`src/rtl/vram_write_arbiter.sv`:
```
// Single owner of the VRAM write port: CPU writes go through a small FIFO, clear commands
// first drain that FIFO, then hand the port to clear_engine until it reports done.
module vram_write_arbiter #(
   parameter int          FIFO_DEPTH    = 4,
   parameter int          ROWS          = 30,
   parameter logic [15:0] NO_WRITE_ADDR = 16'h8000
) (
   input  logic        clk,
   input  logic        rst_n,
   input  logic        cpu_we,
   input  logic [14:0] cpu_addr,
   input  logic [7:0]  cpu_data,
   output logic        cpu_ready,
   input  logic        clr_req,
   input  logic        clr_line_mode,
   input  logic [4:0]  clr_line_indx,
   output logic        clr_ack,
   output logic        clr_err,
   output logic        clr_busy,
   output logic        ce_start,
   output logic        ce_line_mode,
   output logic [4:0]  ce_line_indx,
   input  logic        ce_done,
   input  logic [15:0] ce_waddr,
   input  logic [7:0]  ce_wdata,
   output logic [15:0] vram_waddr,
   output logic [7:0]  vram_wdata
);

   localparam int          PW     = $clog2(FIFO_DEPTH);
   localparam logic [PW:0] FULL_N = (PW + 1)'(FIFO_DEPTH);
   localparam logic [5:0]  ROWS_W = 6'(ROWS);

   typedef enum logic [1:0] {S_IDLE, S_DRAIN, S_CLEAR} state_t;

   state_t        state_q, state_d;
   logic [22:0]   mem_q [FIFO_DEPTH];
   logic [PW-1:0] wptr_q, rptr_q;
   logic [PW:0]   count_q, count_d;
   logic          ack_q, ack_d, err_q, err_d, start_q, start_d;
   logic          mode_q, mode_d;
   logic [4:0]    indx_q, indx_d;
   logic [15:0]   waddr_q, waddr_d;
   logic [7:0]    wdata_q, wdata_d;
   logic          push, pop;
   logic [22:0]   head;

   assign cpu_ready    = (count_q != FULL_N) && (state_q != S_DRAIN);
   assign push         = cpu_we && cpu_ready;
   assign head         = mem_q[rptr_q];
   assign count_d      = count_q + {{PW{1'b0}}, push} - {{PW{1'b0}}, pop};
   assign clr_ack      = ack_q;
   assign clr_err      = err_q;
   assign clr_busy     = (state_q == S_DRAIN) || (state_q == S_CLEAR);
   assign ce_start     = start_q;
   assign ce_line_mode = mode_q;
   assign ce_line_indx = indx_q;
   assign vram_waddr   = waddr_q;
   assign vram_wdata   = wdata_q;

   always_comb begin
      state_d = state_q;
      ack_d   = 1'b0;
      err_d   = 1'b0;
      start_d = 1'b0;
      mode_d  = mode_q;
      indx_d  = indx_q;
      waddr_d = NO_WRITE_ADDR;
      wdata_d = wdata_q;
      pop     = 1'b0;
      if (state_q != S_CLEAR && count_q != '0) begin
         pop     = 1'b1;
         waddr_d = {1'b0, head[22:8]};
         wdata_d = head[7:0];
      end
      case (state_q)
         S_IDLE: begin
            // Requester still sees its own ack this cycle; don't consume the same request twice.
            if (clr_req && !ack_q) begin
               if (clr_line_mode && ({1'b0, clr_line_indx} >= ROWS_W)) begin
                  ack_d = 1'b1;
                  err_d = 1'b1;
               end else begin
                  mode_d  = clr_line_mode;
                  indx_d  = clr_line_indx;
                  state_d = S_DRAIN;
               end
            end
         end
         S_DRAIN: begin
            if (count_q == '0) begin
               start_d = 1'b1;
               ack_d   = 1'b1;
               state_d = S_CLEAR;
            end
         end
         S_CLEAR: begin
            waddr_d = ce_waddr;
            wdata_d = ce_wdata;
            if (ce_done) state_d = S_IDLE;
         end
         default: state_d = S_IDLE;
      endcase
   end

   always_ff @(posedge clk or negedge rst_n) begin
      if (!rst_n) begin
         state_q <= S_IDLE;
         wptr_q  <= '0;
         rptr_q  <= '0;
         count_q <= '0;
         ack_q   <= 1'b0;
         err_q   <= 1'b0;
         start_q <= 1'b0;
         mode_q  <= 1'b0;
         indx_q  <= '0;
         waddr_q <= NO_WRITE_ADDR;
         wdata_q <= '0;
      end else begin
         state_q <= state_d;
         count_q <= count_d;
         if (push) wptr_q <= wptr_q + 1'b1;
         if (pop)  rptr_q <= rptr_q + 1'b1;
         ack_q   <= ack_d;
         err_q   <= err_d;
         start_q <= start_d;
         mode_q  <= mode_d;
         indx_q  <= indx_d;
         waddr_q <= waddr_d;
         wdata_q <= wdata_d;
      end
   end

   // Storage carries no reset so it can map onto distributed RAM.
   always_ff @(posedge clk) begin
      if (push) mem_q[wptr_q] <= {cpu_addr, cpu_data};
   end

endmodule

```
`config.mk`:
```
export PLATFORM = sky130hd
export DESIGN_NAME = vram_write_arbiter
export DESIGN_NICKNAME = d
export VERILOG_FILES = /design/src/rtl/vram_write_arbiter.sv
export SDC_FILE = /design/constraint.sdc
export NUM_CORES = 1
export LEC_CHECK = 0
export CAP_MARGIN = 20
export CORE_AREA = 2 2 122 124
export DETAILED_ROUTE_END_ITERATION = 8
export DIE_AREA = 0 0 124 126
export SETUP_SLACK_MARGIN = 0.1
export SKIP_LAST_GASP = 1
export SYNTH_ARGS = -nofsm -noshare
export SYNTH_HDL_FRONTEND = slang
export SYNTH_SLANG_ARGS = --single-unit
export TNS_END_PERCENT = 30
```
`constraint.sdc`:
```
create_clock -name clk -period 5.7 [get_ports clk]
set_input_delay 1.14 -clock clk [delete_from_list [all_inputs] [get_ports clk]]
set_output_delay 1.14 -clock clk [all_outputs]
set_load 0.005 [all_outputs]
```
# ---- Yosys cells after proc, flatten, opt, wreduce, memory -nomap -nowiden
# Memory sizes are Yosys's and may differ from the RTL's.
# Index checks and enable logic that the tools add are counted.
dict set report totals {
  elab_cells 58
  ff_bits 42
  output_inout_bits 35
  memories 1
  inputBits 58
  ramBits 92
}
# name words word_bits read_ports rd_clocked_by_memory_dff write_ports line
set memory_table {}
lappend memory_table {mem_q 4 23 1 0 1 37} ;# logic [22:0] mem_q [FIFO_DEPTH];
dict set report classes {
  reduce_logical 13
  magnitude_cmp 1
  addsub 4
  n_eq_ne 9
  mux 18
  bitwise_logic 1
}
# operator n
set op_table {}
lappend op_table {{$mux W16} 2}
lappend op_table {{$mux W8} 2}
lappend op_table {{$mux W1} 8}
lappend op_table {{$mux W2} 4}
lappend op_table {{$ne A2 B2 Y1 const B} 4}
lappend op_table {{$pmux W2 S3} 1}
lappend op_table {{$ge A5 B5 Y1 const B} 1}
lappend op_table {{$logic_and A1 B1 Y1} 5}
lappend op_table {{$add A2 B1 Y2 const B} 2}
lappend op_table {{$ne A2 B1 Y1 const B} 2}
lappend op_table {{$reduce_and A4 Y1} 1}
lappend op_table {{$add A3 B1 Y3} 1}
lappend op_table {{$logic_not A3 Y1} 1}
lappend op_table {{$ne A3 B3 Y1 const B} 1}
lappend op_table {{$reduce_and A3 Y1} 1}
lappend op_table {{$reduce_bool A3 Y1} 1}
lappend op_table {{$sub A3 B1 Y3} 1}
lappend op_table {{$eq A2 B1 Y1 const B} 1}
lappend op_table {{$eq A2 B2 Y1 const B} 1}
lappend op_table {{$logic_not A2 Y1} 1}
lappend op_table {{$pmux W1 S2} 1}
lappend op_table {{$reduce_bool A2 Y1} 1}
lappend op_table {{$logic_not A1 Y1} 1}
lappend op_table {{$logic_or A1 B1 Y1} 1}
lappend op_table {{$not A1 Y1} 1}

# ---- Longest topological paths before layout
# Gate-level depths: netlist (run 1).
dict set report depth {
  depth_word 5
  ltp_mapped 10
  ltp_nobuf 10
}

# ---- Worst setup path after synthesis (run 1)
# OpenSTA, ideal clock, no wires.
dict set report synth_path {
  path_kind {input -> register}
  start {input port cpu_we}
  end {register count_q[2]}
  arrival_ns 2.286
  setup_time_ns 0.123
  path_buffers 0
  slack_ns 3.292
  stages 7
  t_required_ns 5.577
  path_cell_list {and2_2 > inv_1 > ha_1 > inv_1 > ha_1 > fa_1 > xnor2_1}
}
dict set report synth_via {
  elab_chain_cells 3
}
# element line
set synth_rtl {}
lappend synth_rtl {{from (decl)} 10} ;# input logic cpu_we,
lappend synth_rtl {{$logic_and A1 B1 Y1} 49} ;# assign push = cpu_we && cpu_ready;
lappend synth_rtl {{$add A3 B1 Y3} 51} ;# assign count_d = count_q + {{PW{1'b0}}, push} - {{PW{1'b0}}, pop};
lappend synth_rtl {{$sub A3 B1 Y3} 51}
lappend synth_rtl {{via count_d[2]} 39} ;# logic [PW:0] count_q, count_d;
lappend synth_rtl {{to (signal assigned)} 121} ;# count_q <= count_d;
lappend synth_rtl {{to (decl)} 39}
# The timed path passes the listed nets, and every way through them passes these cells.
# A chain may end at the register's enable or synchronous reset.

# ---- Final worst setup path (run 1)
dict set report layout_path {
  start {register state_q[1]}
  end {output port cpu_ready}
}
dict set report layout_via {
  elab_chain_cells 2
}
# element line
set layout_rtl {}
lappend layout_rtl {{from (decl)} 36} ;# state_t state_q, state_d;
lappend layout_rtl {{from (signal assigned)} 120} ;# state_q <= state_d;
lappend layout_rtl {{$ne A2 B1 Y1} 48} ;# assign cpu_ready = (count_q != FULL_N) && (state_q != S_DRAIN);
lappend layout_rtl {{$logic_and A1 B1 Y1} 48}
lappend layout_rtl {{to (decl)} 13} ;# output logic cpu_ready,
# No other way between the ends.

==> results of run 1 <==
## sequential cells by signal (all words and copies together), names as in the netlist, 2 cells and up
signal / flops
wptr_q: 2
vram_wdata: 8
count_q: 3
vram_waddr: 16
rptr_q: 2
ce_line_indx: 5
state_q: 2
mem_q: 92
## through the flow
stage	instances	util	total power, mW	area [um^2]	setup slack (ns)
6_report	581	0.4859	3.654	6955	2.618
5_1_grt	581	0.4859	3.871	6955	2.456
4_1_cts	580	0.4845	3.707	6935	2.576
3_5_place_dp	548	0.4403	2.549	6302	2.670
3_3_place_gp	547	0.4392	2.508	6287	2.718
2_1_floorplan	278	-	2.077	5180	3.292
## worst max-delay path, stage by stage, from the launching register on
cell,delay (ns)
dfrtp_1,0.37
inv_1,0.08
ha_1,0.19
a21oi_1,0.32
clkdlybuf4s50_1,0.58
## area by class of cell
class                           instances  area [um^2]
Fill cell                            1205         7358
Sequential cell                       134         3816
Multi-Input combinational cell        120         1239
Timing Repair Buffer                  100        996.0
Clock buffer                           21        460.4
Tap cell                              184        230.2
Clock inverter                         11        172.7
Inverter                               11        41.29
## kinds of logic (layout without fill, tap and decap cells)
| family | count (synthesis) | in the layout | share of synthesized area |
|---|---|---|---|
| buffers and inverters | 24 | 143 | 0.02440 |
| XOR/XNOR | 5 | 5 | 0.008456 |
| multiplexers | 27 | 27 | 0.1123 |
| flip-flops | 134 | 134 | 0.7365 |
| AND/OR/NAND/NOR | 34 | 34 | 0.03478 |
| AO/OA/AOI/OAI | 44 | 44 | 0.05797 |
| adder cells (fa/ha/maj) | 10 | 10 | 0.02560 |
## worst min path at each step
stage	startpoint	cells past startpoint	end	slack, ns
final	ce_line_indx[4]	1	ce_line_indx[4]	0.49
after global routing	ce_line_indx[1]	1	ce_line_indx[1]	0.52
after CTS	ce_line_indx[4]	1	ce_line_indx[4]	0.49
after detailed placement	ce_line_indx[4]	1	ce_line_indx[4]	0.48
after global placement	ce_line_indx[4]	1	ce_line_indx[4]	0.48
after floorplan	ce_line_indx[1]	1	ce_line_indx[1]	0.48
## power breakdown
part           switching [mW]  internal (mW)  leakage, nW  total (mW)
Clock                   0.392          0.756        0.296        1.15
Combinational           0.421          0.605        0.937        1.03
Sequential              0.159           1.32         1.34        1.48
## layer usage
metal,wire length (um),track usage
met1,4351,0.1733
met2,5278,0.2434
met3,633,0.04574
met4,163,0.05750
met5,10,0
## cell usage in the layout, fill, tap and decap left out, drive strengths merged, types with 5 or more instances in the layout
| cell type | instances |
|---|---|
| a22o | 15 |
| o21ai | 5 |
| clkbuf | 21 |
| nand2 | 11 |
| a21oi | 18 |
| edfxtp | 92 |
| ha | 9 |
| inv | 12 |
| buf | 9 |
| clkdlybuf4s50 | 91 |
| nor2b | 8 |
| dfrtp | 41 |
| mux4 | 23 |
==> metrics.md, run 1 <==
| Metric | Value |
|---|---|
| Crit share post-route | `0.5407` |
| Post-CTS Setup Bufs | `0` |
| Clk pin slew, worst setup/hold paths | `approximately 0.06 ns` |
| Worst R2R End | `count_q[1]` |
| Vias per std cell | `slightly below 5` |
| Max Cap Viol | `0` |
| CTS tree | `yes` |
| Reg2Reg Setup Slack | `approximately 3.1 ns` |
| DR DRC count | `0` |
| GRT Total Usage | `0.1451` |
| Die ar. | `approximately 16,000 um^2` |
| Antenna Cells | `0` |
| Seq cells post-synth | `134` |
| Hold Path Class | `flop to flop` |
| Commonest cells post-synth | `edfxtp_1, dfrtp_1, mux4_2, a21oi_1, a22o_1` |
| Max clock buf depth | `2` |
| DR WL/cell | `around 18 um` |
| Placed wire-length estimate | `around 6400 um` |
| Layout cell share with drive strength beyond 1 | `0.1662` |
| Hold Buf Count CTS | `0` |
| DRT Pass-1 Iters | `4` |
| Smallest hold slack | `between 0.4 and 0.5 ns` |
| Slew Viols, Final | `0` |
| First-pass GRT wire length | `16,340 um` |
| Post-cts resize count | `0` |
| Lkg Pwr | `2.570 nW` |
| Row cnt | `44` |
| Synth Net Count | `between 300 and 400` |
| Count leader, synth | `edfxtp_1` |
| Number of flops mapped to enable cells by yosys | `92` |
| Yosys cell types | `34` |
| Cts bufs inserted | `17` |
| Post-Synthesis Mean Instance Area | `18.63 um^2` |
| Yosys top cell area share | `0.5333` |
| Critical Path Sink | `cpu_ready` |
| Clock Latency Late Sink | `~0.41 ns` |
| RSZ-0062 raised after global routing | `no` |
| Post-Route WL | `between 10,000 and 15,000 um` |
| WP data required | `4.56 ns` |
| Status | `finished clean` |
| Drt first-iter violations | `130` |
| Slew @ Worst Pin | `between 0.9 and 1 ns` |
| Port Buf Inserts | `92` |
| IO Pins | `93` |
| # H-tree levels | `4` |
| VDD IR max | `0.0002625 V` |
| Skew final | `approximately 0.011 ns` |
| GR Overflow Total | `0` |
| Worst setup EP type | `output pin` |
| Sinks on Clock Net | `about 130` |
| Vias after detailed routing | `between 2,000 and 3,000` |
| Max-slew headroom | `0.3461` |
| WP data arrival | `a little under 2 ns` |
| Synth area leaders | `edfxtp_1, dfrtp_1, mux4_2` |
| Vias in the first global route | `~3,000` |
| Root buffer selected by CTS | `clkbuf_16` |
| Warnings, synthesis | `0` |
| Power per Cell Area | `between 500 and 600 nW/um^2` |
| Initial antenna violation count | `1` |
| Synth-to-Final Area Change | `34.28%` |
| Startpoint Class | `flop` |
| Core box area | `14,310 um^2` |
| Async SR Flop Fraction | `0.3134` |
| Final nets | `452` |
| Top FF cell, synth | `edfxtp_1` |
| Fin. Hold Viols | `0` |
| Leading area contributor after synthesis | `edfxtp_1` |
| Syn Std Cell Area | `5180 um^2` |
| Syn Inst Count | `between 200 and 300` |
| Critical-path maximum fanout | `6` |
| Crit path kind | `flop to output pin` |
| Placer Congestion | `around 0.73` |
| Initial Util | `0.3619` |
| Die W | `124 um` |
| Final ANT Viol Nets | `0` |
| Max Fclk | `around 0.32 GHz` |
| Setup tns final | `0 ns` |
| R2R depth | `7` |
| Post-layout min period | `a little over 3 ns` |
| DIE HEIGHT | `between 100 and 150 um` |
| Critical path startpoint | `state_q[1]` |
| Seq/Total Area, Yosys | `0.7365` |
| Largest net degree at the start of global routing | `43` |
| Worst r2r src | `count_q[1]` |
| Final setup viols | `0` |
No activity file was read; power rests on OpenSTA's default activity.
==> run 2: changes to the inputs <==
==> constraint.sdc (replaced) <==
create_clock -name clk -period 2.8 [get_ports clk]
set_input_delay 0.56 -clock clk [delete_from_list [all_inputs] [get_ports clk]]
set_output_delay 0.56 -clock clk [all_outputs]
set_load 0.005 [all_outputs]
==> run 2 against run 1 <==
Compared with the run above: clock power up 74%; cell area down 1.2%; sequential cell count unchanged; setup slack worse by 2.3 ns; global-route usage down 0.49 points; critical endpoint unchanged; largest cell class unchanged; highest routed layer unchanged.
==> metrics.md, run 2 (synthesis gave the netlist of run 1 again) <==
| Metric | Value |
|---|---|
| Post-cts resize count | `0 (unchanged)` |
| Setup tns final | `0 ns (unchanged)` |
| Initial Util | `0.3619 (unchanged)` |
| R2R depth | `10 (was 7)` |
| Worst R2R End | `count_q[2] (was count_q[1])` |
| Max reg flops | `92 (unchanged)` |
| Lkg Pwr | `2.548 nW (was 2.570 nW)` |
| Cts bufs inserted | `17 (unchanged)` |
| Layout cell share with drive strength beyond 1 | `0.1633 (was 0.1662)` |
| Post-CTS Setup Bufs | `0 (unchanged)` |
| Core box area | `14,310 um^2 (unchanged)` |
| Max-slew headroom | `0.4380 (was 0.3461)` |
| Crit path kind | `flop to output pin (unchanged)` |
| Post-Route WL | `10,230 um (was 10,440 um)` |
| Commonest cells after routing, fill and taps aside | `edfxtp_1, clkdlybuf4s50_1, dfrtp_1 (unchanged)` |
| CP max stage delay | `0.57 ns (was 0.58 ns)` |
| First-pass GRT wire length | `15,580 um (was 16,340 um)` |
| GRT Total Usage | `0.1402 (was 0.1451)` |
| Wire length on met2 | `5074 um (was 5278 um)` |
| Vias in the first global route | `2,936 (was 3,051)` |
| Clk pin slew, worst setup/hold paths | `0.06 ns (about the same)` |
| DR top layer | `met5 (unchanged)` |
| Placed wire-length estimate | `6417 um (was 6375 um)` |
| Fin. Hold Viols | `0 (unchanged)` |
| Commonest non-fill, non-tap cell in the layout | `edfxtp_1 (unchanged)` |
| Sinks on Clock Net | `134 (unchanged)` |
| GR Overflow Total | `0 (unchanged)` |
| DRT Pass-1 Iters | `6 (was 4)` |
| Final setup viols | `0 (unchanged)` |
| # H-tree levels | `4 (unchanged)` |
| Largest register by flop count | `mem_q (unchanged)` |
| IO Pins | `93 (unchanged)` |
| Vias per std cell | `4.835 (was 4.850)` |
| DP Worst Slack | `0.3573 ns (was 2.670 ns)` |
| Skew final | `0.006624 ns (was 0.01059 ns)` |
| Worst setup EP type | `output pin (unchanged)` |
| RSZ-0062 raised after global routing | `no (unchanged)` |
| Hold Path Class | `input pin to asynchronous set/reset pin (was flop to flop)` |
| Row cnt | `44 (unchanged)` |
| WP data required | `2.24 ns (was 4.56 ns)` |
| Met3 WL | `688 um (was 633 um)` |
| Port Buf Inserts | `92 (unchanged)` |
| Critical path cell sequence | `inv_1 > ha_1 > a21oi_1 > clkdlybuf4s50_1 (unchanged)` |
| Critical-path maximum fanout | `6 (unchanged)` |
| Power per Cell Area | `1034 nW/um^2 (was 525.3 nW/um^2)` |
| Placer Congestion | `0.7682 (was 0.7342)` |
| WP data arrival | `1.95 ns (was 1.94 ns)` |
| Final nets | `453 (was 452)` |
| CTS tree | `yes (unchanged)` |
| DR DRC count | `0 (unchanged)` |
| Vias after detailed routing | `2,814 (was 2,818)` |
| Crit-path slowest cell | `clkdlybuf4s50_1 (unchanged)` |
| Clock Latency Late Sink | `0.41 ns (about the same)` |
| Drt first-iter violations | `142 (was 130)` |
| Status | `finished clean (unchanged)` |
| DR WL/cell | `17.57 um (was 17.96 um)` |
| Slew Viols, Final | `0 (unchanged)` |
| Final WS setup | `0.2876 ns (was 2.618 ns)` |
| Reg2Reg Setup Slack | `0.42 ns (was 3.13 ns)` |
| Largest net degree at the start of global routing | `35 (was 43)` |
| VDD IR max | `0.0004930 V (was 0.0002625 V)` |
| DIE HEIGHT | `126 um (unchanged)` |
| Post-layout min period | `2.512 ns` |
| Synth-to-Final Area Change | `32.63% (was 34.28%)` |
| Max Cap Viol | `0 (unchanged)` |
| Antenna Cells | `0 (unchanged)` |
| Initial antenna violation count | `1 (unchanged)` |
| Max Fclk | `between 0.3 and 0.4 GHz` |
| DRT met1 WL | `4301 um (was 4351 um)` |
| Die ar. | `15,620 um^2 (unchanged)` |
| Slew @ Worst Pin | `0.8430 ns (was 0.9797 ns)` |
| Final ANT Viol Nets | `0 (unchanged)` |
| Root buffer selected by CTS | `clkbuf_16 (unchanged)` |
| Worst r2r src | `state_q[1] (was count_q[1])` |
| Die W | `124 um (unchanged)` |
| Crit share post-route | `0.8973` |
| Max clock buf depth | `2 (unchanged)` |
| Startpoint Class | `flop (unchanged)` |
| Hold Buf Count CTS | `0 (unchanged)` |
-- run 2: how the worst max path moves through the flow --
stage | slack (ns) | cells after the start | to | startpoint
2_1_floorplan | 0.62 | 10 | count_q[2] | state_q[1]
3_3_place_gp | 0.40 | 8 | count_q[2] | cpu_we
3_5_place_dp | 0.36 | 8 | count_q[2] | cpu_we
4_1_cts | 0.24 | 4 | cpu_ready | state_q[1]
5_1_grt | 0.11 | 4 | cpu_ready | state_q[1]
6_report | 0.29 | 4 | cpu_ready | state_q[1]
-- run 2: power by group --
group          internal, mW  switching [mW]  leakage (nW)
sequential             2.69           0.326          1.34
combinational          1.25           0.846         0.943
clock                  1.23           0.767         0.267
-- run 2: metrics by stage --
step           power [mW]  area (um^2)  utilization  std cells  hold slack [ns]
2_1_floorplan       4.229         5180            -        278           0.2644
3_3_place_gp        5.142         6335       0.4426        550           0.4756
3_5_place_dp        5.210         6335       0.4426        550           0.4803
4_1_cts             7.224         6870       0.4800        582          0.06303
5_1_grt             7.537         6870       0.4800        582          0.08348
6_report            7.104         6870       0.4800        582          0.05875
-- run 2: metal layers --
| metal | GRT usage | up-vias |
|---|---|---|
| met2 | 0.2295 | 77 |
| li1 | - | 1301 |
| met4 | 0.05155 | 2 |
| met1 | 0.1673 | 1419 |
| met3 | 0.05480 | 15 |
| met5 | 0 | - |
-- run 2: cell type report --
| type | instances | area, um^2 |
|---|---|---|
| clock buffers | 22 | 454.2 |
| clock inverters | 10 | 81.33 |
| fillers | 1218 | 7443 |
| inverters | 11 | 41.29 |
| multi-input cells | 120 | 1239 |
| flip-flops and latches | 134 | 3816 |
| well taps | 184 | 230.2 |
| repair buffers | 101 | 1008 |
-- run 2: worst max-delay path, delay by kind of cell (launching register included) --
family	cells	cell delay, ns
AO/OA/AOI/OAI	1	0.31
flip-flops	1	0.37
buffers and inverters	2	0.64
adder cells (fa/ha/maj)	1	0.20
==> run 3: changes to the inputs <==
--- a/config.mk
+++ b/config.mk
@@ -7,8 +7,10 @@
 export LEC_CHECK = 0
 export CAP_MARGIN = 20
 export CORE_AREA = 2 2 122 124
+export CTS_CLUSTER_SIZE = 30
 export DETAILED_ROUTE_END_ITERATION = 8
 export DIE_AREA = 0 0 124 126
+export MAX_ROUTING_LAYER = met4
 export SETUP_SLACK_MARGIN = 0.1
 export SKIP_LAST_GASP = 1
 export SYNTH_ARGS = -nofsm -noshare
==> run 3 against run 2 <==
Compared with the run above: setup slack about the same; cell area about the same; worst hold slack worse by 0.0015 ns; fmax about the same.
==> metrics.md, run 3 (synthesis gave the netlist of run 1 again) <==
| Metric | Value |
|---|---|
| Vias after detailed routing | `2,816 (was 2,814)` |
| Critical path startpoint | `state_q[1] (unchanged)` |
| DR WL/cell | `17.69 um (was 17.57 um)` |
| Filler cell count | `1,217 (was 1,218)` |
| Slew @ Worst Pin | `0.8526 ns (was 0.8430 ns)` |
| Core box area | `14,310 um^2 (unchanged)` |
| VDD IR max | `0.0004952 V (was 0.0004930 V)` |
| Setup tns final | `0 ns (unchanged)` |
| Post-Route WL | `10,310 um (was 10,230 um)` |
| Area of the multi-input gates | `1239 um^2 (unchanged)` |
| Max-slew headroom | `0.4316 (was 0.4380)` |
| Row cnt | `44 (unchanged)` |
| Cts bufs inserted | `17 (unchanged)` |
| Commonest non-fill, non-tap cell in the layout | `edfxtp_1 (unchanged)` |
| Critical path cell sequence | `inv_1 > ha_1 > a21oi_1 > clkdlybuf4s50_1 (unchanged)` |
| Vias in the first global route | `2,929 (was 2,936)` |
| Final ANT Viol Nets | `0 (unchanged)` |
| Max Fclk | `0.3981 GHz (was 0.3980 GHz)` |
| Hold Path Class | `input pin to asynchronous set/reset pin (unchanged)` |
| Root buffer selected by CTS | `clkbuf_16 (unchanged)` |
| Hold Buf Count CTS | `0 (unchanged)` |
| Die W | `124 um (unchanged)` |
| Skew final | `0.006848 ns (was 0.006624 ns)` |
| Slew Viols, Final | `0 (unchanged)` |
| Final Cell Area | `6873 um^2 (was 6870 um^2)` |
| Startpoint Class | `flop (unchanged)` |
| Post-CTS Setup Bufs | `0 (unchanged)` |
| DRT Pass-1 Iters | `4 (was 6)` |
| Final setup viols | `0 (unchanged)` |
| Vias per std cell | `4.830 (was 4.835)` |
| Layout cell share with drive strength beyond 1 | `0.1633 (unchanged)` |
| Commonest cells after routing, fill and taps aside | `edfxtp_1, clkdlybuf4s50_1, dfrtp_1 (unchanged)` |
| DR DRC count | `0 (unchanged)` |
| Drt first-iter violations | `154 (was 142)` |
| Post-layout min period | `2.512 ns (about the same)` |
| Clk pin slew, worst setup/hold paths | `0.06 ns (about the same)` |
| Placer Congestion | `0.7785 (was 0.7682)` |
| Clock Latency Late Sink | `0.42 ns (was 0.41 ns)` |
| Lkg Pwr | `2.548 nW (about the same)` |
| Status | `finished clean (unchanged)` |
| Post-cts resize count | `0 (unchanged)` |
| # H-tree levels | `4 (unchanged)` |
| Fin. Hold Viols | `0 (unchanged)` |
| Synth-to-Final Area Change | `32.68% (was 32.63%)` |
| WP data arrival | `1.95 ns (about the same)` |
| Sinks on Clock Net | `134 (unchanged)` |
| WP data required | `2.24 ns (about the same)` |
| GR Overflow Total | `0 (unchanged)` |
| Critical-path maximum fanout | `6 (unchanged)` |
| Max reg flops | `92 (unchanged)` |
| Crit path kind | `flop to output pin (unchanged)` |
| DP Area | `6335 um^2 (unchanged)` |
| Register area | `3816 um^2 (unchanged)` |
| Max clock buf depth | `2 (unchanged)` |
| Initial antenna violation count | `1 (unchanged)` |
| DIE HEIGHT | `126 um (unchanged)` |
| First-pass GRT wire length | `15,580 um (unchanged)` |
| Worst r2r src | `state_q[1] (unchanged)` |
| RSZ-0062 raised after global routing | `no (unchanged)` |
| Crit share post-route | `0.8971 (was 0.8973)` |
| Placed wire-length estimate | `6417 um (unchanged)` |
| CTS tree | `yes (unchanged)` |
| Final nets | `453 (unchanged)` |
| CP max stage delay | `0.57 ns (about the same)` |
| IO Pins | `93 (unchanged)` |
| Die ar. | `15,620 um^2 (unchanged)` |
| Power per Cell Area | `1035 nW/um^2 (was 1034 nW/um^2)` |
| Initial Util | `0.3619 (unchanged)` |
| Port Buf Inserts | `92 (unchanged)` |
| GRT Total Usage | `0.1444 (was 0.1402)` |
| Crit-path slowest cell | `clkdlybuf4s50_1 (unchanged)` |
| Largest register by flop count | `mem_q (unchanged)` |
| Final Power | `7.111 mW (was 7.104 mW)` |
| Largest net degree at the start of global routing | `35 (unchanged)` |
| Worst setup EP type | `output pin (unchanged)` |
| Max Cap Viol | `0 (unchanged)` |
## run 3: cell count changes in the layout (fill, tap and decap cells not counted), sizes merged
cell   previous run  this run
diode             0         1
## run 3: power by group
| part | internal [mW] | switching, mW | leakage, nW |
|---|---|---|---|
| Combinational | 1.25 | 0.845 | 0.943 |
| Clock | 1.23 | 0.771 | 0.267 |
| Sequential | 2.69 | 0.328 | 1.34 |
## run 3: final cells by class
type                       count  share of cell area
antenna                        1           0.0003641
clock buffer                  22             0.06608
clock inverter                10             0.01183
inverter                      11            0.006008
multi-input combinational    120              0.1802
sequential                   134              0.5553
tap                          184             0.03350
timing repair buffer         101              0.1467
## run 3: worst paths after layout
kind | to | depth (start not counted) | slack [ns]
setup / recovery | cpu_ready | 4 | 0.29
hold / removal | vram_waddr[11] | 1 | 0.06
setup reg to reg | count_q[2] | 10 | 0.43
hold reg to reg | ce_line_indx[4] | 1 | 0.49
max in group asynchronous | vram_waddr[15] | 2 | 2.17
min in group clk | ce_line_indx[4] | 1 | 0.49
## run 3: worst max-delay path, delay by kind of cell (launching register included)
kind                     cells  cell delay [ns]
flip-flops                   1             0.37
buffers and inverters        2             0.64
AO/OA/AOI/OAI                1             0.31
adder cells (fa/ha/maj)      1             0.20
## run 3: stage by stage
stage | std cells | setup slack [ns] | utilization | hold slack [ns]
floorplan | 278 | 0.6173 | - | 0.2644
global placement | 550 | 0.4047 | 0.4426 | 0.4756
detailed placement | 550 | 0.3573 | 0.4426 | 0.4803
CTS | 582 | 0.2427 | 0.4800 | 0.06303
global route | 583 | 0.1105 | 0.4802 | 0.08329
finish | 583 | 0.2880 | 0.4802 | 0.05728
## run 3: metal layers
layer	up-vias	part of all wire	global-route usage
met2	77	0.49	0.2292
li1	1303	-	-
met1	1423	0.43	0.1688
met4	0	0.015	0.05155
met3	13	0.059	0.05299
met5	-	0	-
